===== src/rtl/pipe_stage_reg.sv =====
// Pipeline-stage register with valid/ready handshake, a 2-entry skid buffer,
// a synchronous flush that inserts a NOP bubble, and a saturating stall counter.
module pipe_stage_reg #(
  parameter int unsigned             WIDTH = 32,
  parameter logic [WIDTH-1:0]        NOP   = '0,
  parameter int unsigned             CNT_W = 16
) (
  input  logic             clk,
  input  logic             rst,
  input  logic             flush,
  input  logic             in_valid,
  output logic             in_ready,
  input  logic [WIDTH-1:0] in_data,
  output logic             out_valid,
  input  logic             out_ready,
  output logic [WIDTH-1:0] out_data,
  output logic [CNT_W-1:0] stall_cycles
);

  typedef enum logic [1:0] {
    EMPTY = 2'd0,
    ONE   = 2'd1,
    FULL  = 2'd2
  } state_t;

  state_t           state, state_nx;
  logic [WIDTH-1:0] main_q, main_nx;
  logic [WIDTH-1:0] skid_q, skid_nx;
  logic             accept, pop;

  // Handshake outputs derive only from the state flop, so in_ready never
  // sees out_ready combinationally.
  always_comb begin
    in_ready  = (state != FULL);
    out_valid = (state == ONE) || (state == FULL);
    out_data  = out_valid ? main_q : NOP;
    accept    = in_valid & in_ready;
    pop       = out_valid & out_ready;
  end

  // Next-state and entry update; flush overrides any accept/pop this cycle.
  always_comb begin
    state_nx = state;
    main_nx  = main_q;
    skid_nx  = skid_q;
    case (state)
      EMPTY: begin
        if (accept) begin
          state_nx = ONE;
          main_nx  = in_data;
        end
      end
      ONE: begin
        if (accept && pop) begin
          main_nx = in_data;
        end else if (accept) begin
          state_nx = FULL;
          skid_nx  = in_data;
        end else if (pop) begin
          state_nx = EMPTY;
        end
      end
      FULL: begin
        if (pop) begin
          state_nx = ONE;
          main_nx  = skid_q;
        end
      end
      default: state_nx = EMPTY;
    endcase
    if (flush) begin
      state_nx = EMPTY;
    end
  end

  // State and payload registers.
  always_ff @(posedge clk or negedge rst) begin
    if (!rst) begin
      state  <= EMPTY;
      main_q <= '0;
      skid_q <= '0;
    end else begin
      state  <= state_nx;
      main_q <= main_nx;
      skid_q <= skid_nx;
    end
  end

  // Saturating back-pressure counter; flush does not touch it.
  always_ff @(posedge clk or negedge rst) begin
    if (!rst) begin
      stall_cycles <= '0;
    end else if (out_valid && !out_ready && (stall_cycles != '1)) begin
      stall_cycles <= stall_cycles + 1'b1;
    end
  end

endmodule


===== config.mk =====
export PLATFORM = sky130hd
export DESIGN_NAME = pipe_stage_reg
export DESIGN_NICKNAME = d
export VERILOG_FILES = /design/src/rtl/pipe_stage_reg.sv
export SDC_FILE = /design/constraint.sdc
export NUM_CORES = 1
export LEC_CHECK = 0
export CAP_MARGIN = 20
export CORE_MARGIN = 2
export CORE_UTILIZATION = 40
export CTS_BUF_LIST = sky130_fd_sc_hd__clkbuf_8
export CTS_CLUSTER_DIAMETER = 120
export CTS_CLUSTER_SIZE = 30
export DETAILED_ROUTE_END_ITERATION = 8
export HOLD_SLACK_MARGIN = 0.1
export PLACE_DENSITY = 0.65
export SETUP_SLACK_MARGIN = 0.2
export SLEW_MARGIN = 20
export SYNTH_ARGS = -nofsm -noshare
export SYNTH_HDL_FRONTEND = slang
export SYNTH_SLANG_ARGS = --single-unit

===== constraint.sdc =====
create_clock -name clk -period 2.5 [get_ports clk]
set_input_delay 0.5 -clock clk [delete_from_list [all_inputs] [get_ports clk]]
set_output_delay 0.5 -clock clk [all_outputs]
set_load 0.005 [all_outputs]

==> impl_metrics.csv <==
group,metric,value,unit
cts,clkLatencyLatePin,0.34,ns
worst_setup_path,worstPathRequired,2.00,ns
yosys,ys_seq_area_share,51.22,%
worst_setup_path,cp-end-kind,"primary output",
cts,cts_root_buf,"clkbuf_8",
layout,fin_cells,576,
worst_setup_path,start_kind,"register",
job,maxCapViolCount,0,
floorplan,die_h,104.1,um
layout,fin_area,0.005436,sq mm
floorplan,pin_count,87,
power,pwr-share-clk,20.5,%
yosys,avgSynthCellArea,11.55,sq um
sta,fin_setup_tns,0,ns
layout,areaGrowthSynthToFinish,35.70,%
worst_setup_path,crit_type,"register to primary output",
yosys,ys_ff_latch,82,
placement,dp_hpwl,5800,um
floorplan,die-area,0.01083,sq mm
cts,path_clk_slew,0.09,ns
grt,grt_pass1_wl,14520,um
placement,gp_congestion,0.8270,
power,p_int,3.765,mW
sta,period_minus_slack,2.408,ns
layout,multiInputGateArea,0.001861,sq mm
layout,diodes,0,
placement,dp.cells,551,
worst_setup_path,cp_data_arrival_time,1.91,ns
drt,drcViolationCount,0,
hold_path,min_path_type,"input pin to async pin",
drt,wl,9188,um
power,power_frac_seq,40.5,%
cts,cts_max_level,3,
sta,relSlewSlack,60.77,%
sta,drv_slew,0,
grt,antenna_found_initial,0,
drt,dr.pass1.iters,5,
sta,fin_crit_sh,96.30,%
layout,final_cell_mix,"dfrtp_1 (82), clkdlybuf4s50_1 (69), mux2i_1 (32), a21oi_1 (32), a31oi_1 (32)",
floorplan,core_area,0.009729,sq mm
power,comb_power_share,39.1,%
sta,setup_viol,0,
yosys,syn_nets,390,
layout,drive_above_1_share,17.83,%
placement,placed_area,0.005062,sq mm
power,swShare,31.78,%
drt,dr.first_iter.drc_count,111,
cts,cts.sinks,82,
drt,ant_nets,0,
cts,clockBufferDepth,2,
drt,wire_per_inst,15.95,um
yosys,syn-cell-area,0.004006,sq mm
floorplan,fp-row-count,36,
cts,cts-hold-fix-buffers,0,
grt,grt_use_total,16.51,%
power,switching_power,1.754,mW
yosys,synth_warnings,0,
sta,max_slew.worst_pin.slew,0.5839,ns
layout,ff_latch_area,0.002052,sq mm
layout,final_common_cell,"dfrtp_1",
grt,grt_pass1_vias,2940,
layout,fin_nets,481,
sta,max_freq,415.4,MHz
power,power_leakage,2.379,nW
grt,overflow,0,
grt,grt_max_degree,65,
power,power_density,1015,mW/mm^2
sta,finClkSkew,0.007382,ns
cts,cts_buffers,9,
power,power,5.518,mW
outcome,outcome,"complete, no violations",
yosys,ys_types,41,
sta,final_hold_viol_count,0,
yosys,synthCells,347,
sta,rsz0062_at_grt,"yes",
cts,cts_tree,"yes",
placement,portBuffers,86,
drt,viasPerCell,5.179,
floorplan,initial_core_util,41.18,%
drt,via_count,2983,
floorplan,die_x,104.1,um
worst_setup_path,critPathMaxFanout,7,
power,ir_drop,425.1,uV
layout,nFillCells,862,
## final cells by class
type / instances / area share (%)
Sequential cell: 82 / 37.74
Multi-Input combinational cell: 235 / 34.22
Timing Repair Buffer: 104 / 20.21
Tap cell: 133 / 3.061
Clock buffer: 11 / 2.785
Clock inverter: 5 / 1.565
Inverter: 6 / 0.4143
## worst paths after layout
kind,start,endpoint,slack [ns],depth (start not counted)
max,state[0],out_data[11],0.09,5
min,rst,stall_cycles[6],0.12,1
max in group asynchronous,rst,main_q[15],1.77,2
min in group clk,skid_q[0],skid_q[0],0.50,1
max reg2reg,state[0],state[1],0.26,8
min reg2reg,skid_q[0],skid_q[0],0.50,1
## cell usage after synthesis
cell type,n,share of area (%)
dfrtp_1,82,51
a21oi_1,32,4.0
a31oi_1,32,5.0
mux2i_1,32,8.0
and2_1,30,4.7
mux2_2,26,7.3
clkbuf_1,13,1.2
xor2_1,13,2.8
buf_2,10,1.2
nor3_1,10,1.2
mux2_1,7,2.0
ha_1,6,1.9
inv_1,6,0.56
nand2_1,6,0.56
nand2b_1,4,0.62
nand3_1,4,0.50
nand4_1,4,0.62
nor2_1,4,0.37
and2_2,2,0.37
nor4_1,2,0.31
xnor2_1,2,0.44
a221o_1,1,0.25
a221oi_4,1,0.66
a2bb2oi_1,1,0.22
and4_1,1,0.22
buf_1,1,0.094
nand2b_2,1,0.22
nand3b_1,1,0.19
nand4_2,1,0.31
nor2_2,1,0.16
nor3b_1,1,0.19
nor4_2,1,0.31
nor4_4,1,0.53
nor4b_2,1,0.37
o21ai_0,1,0.12
o21ai_1,1,0.12
o221ai_1,1,0.22
or2_0,1,0.16
or2_2,1,0.16
or4_4,1,0.28
or4b_1,1,0.25
## logic make-up after synthesis
kind of cell             synth area share, %
multiplexers                           17.27
adder cells (fa/ha/maj)                1.874
flip-flops                             51.22
AO/OA/AOI/OAI                          10.59
XOR/XNOR                               3.279
AND/OR/NAND/NOR                        12.65
buffers and inverters                  3.123
## worst max-delay path, stage by stage, from the launching register on
cell	delay, ns
dfrtp_1	0.37
inv_2	0.07
ha_4	0.34
clkbuf_16	0.17
and2_1	0.12
clkdlybuf4s50_1	0.50
## registers in the layout, indices dropped and copies added (netlist names)
name	cells
stall_cycles	16
main_q	32
skid_q	32
state	2
## repair_timing
action,in CTS,in global routing
cloned,0,2
endpoints found under the hold margin,0,0
setup buffers,3,4
setup endpoints to repair,33,27
pin swaps,0,1
resized for setup,13,11
## through the flow
step	hold WS, ns	util (%)	worst slack, ns
after detailed placement	0.4808	52.03	0.2229
after floorplan	0.2044	-	0.5398
after global routing	0.1461	55.88	0.01229
final	0.1201	55.88	0.09241
after CTS	0.1247	54.91	0.09824
after global placement	0.4734	52.03	0.2798
## power groups by stage
stage | clock network (mW) | registers, mW | logic (mW)
floorplan | 0 | 2.15 | 1.17
global placement | 0 | 2.23 | 1.99
detailed placement | 0 | 2.25 | 2.04
CTS | 1.15 | 2.23 | 2.09
global route | 1.20 | 2.30 | 2.35
finish | 1.13 | 2.23 | 2.16
## routing by layer
| metal | track usage, % | vias to the layer above | routed length, um |
|---|---|---|---|
| li1 | - | 1423 | - |
| met1 | 22.17 | 1463 | 4310 |
| met2 | 26.74 | 88 | 4296 |
| met3 | 3.446 | 9 | 489 |
| met4 | 5.502 | 0 | 91 |
| met5 | 0 | - | 0 |
(Power assumes the default switching activity.)
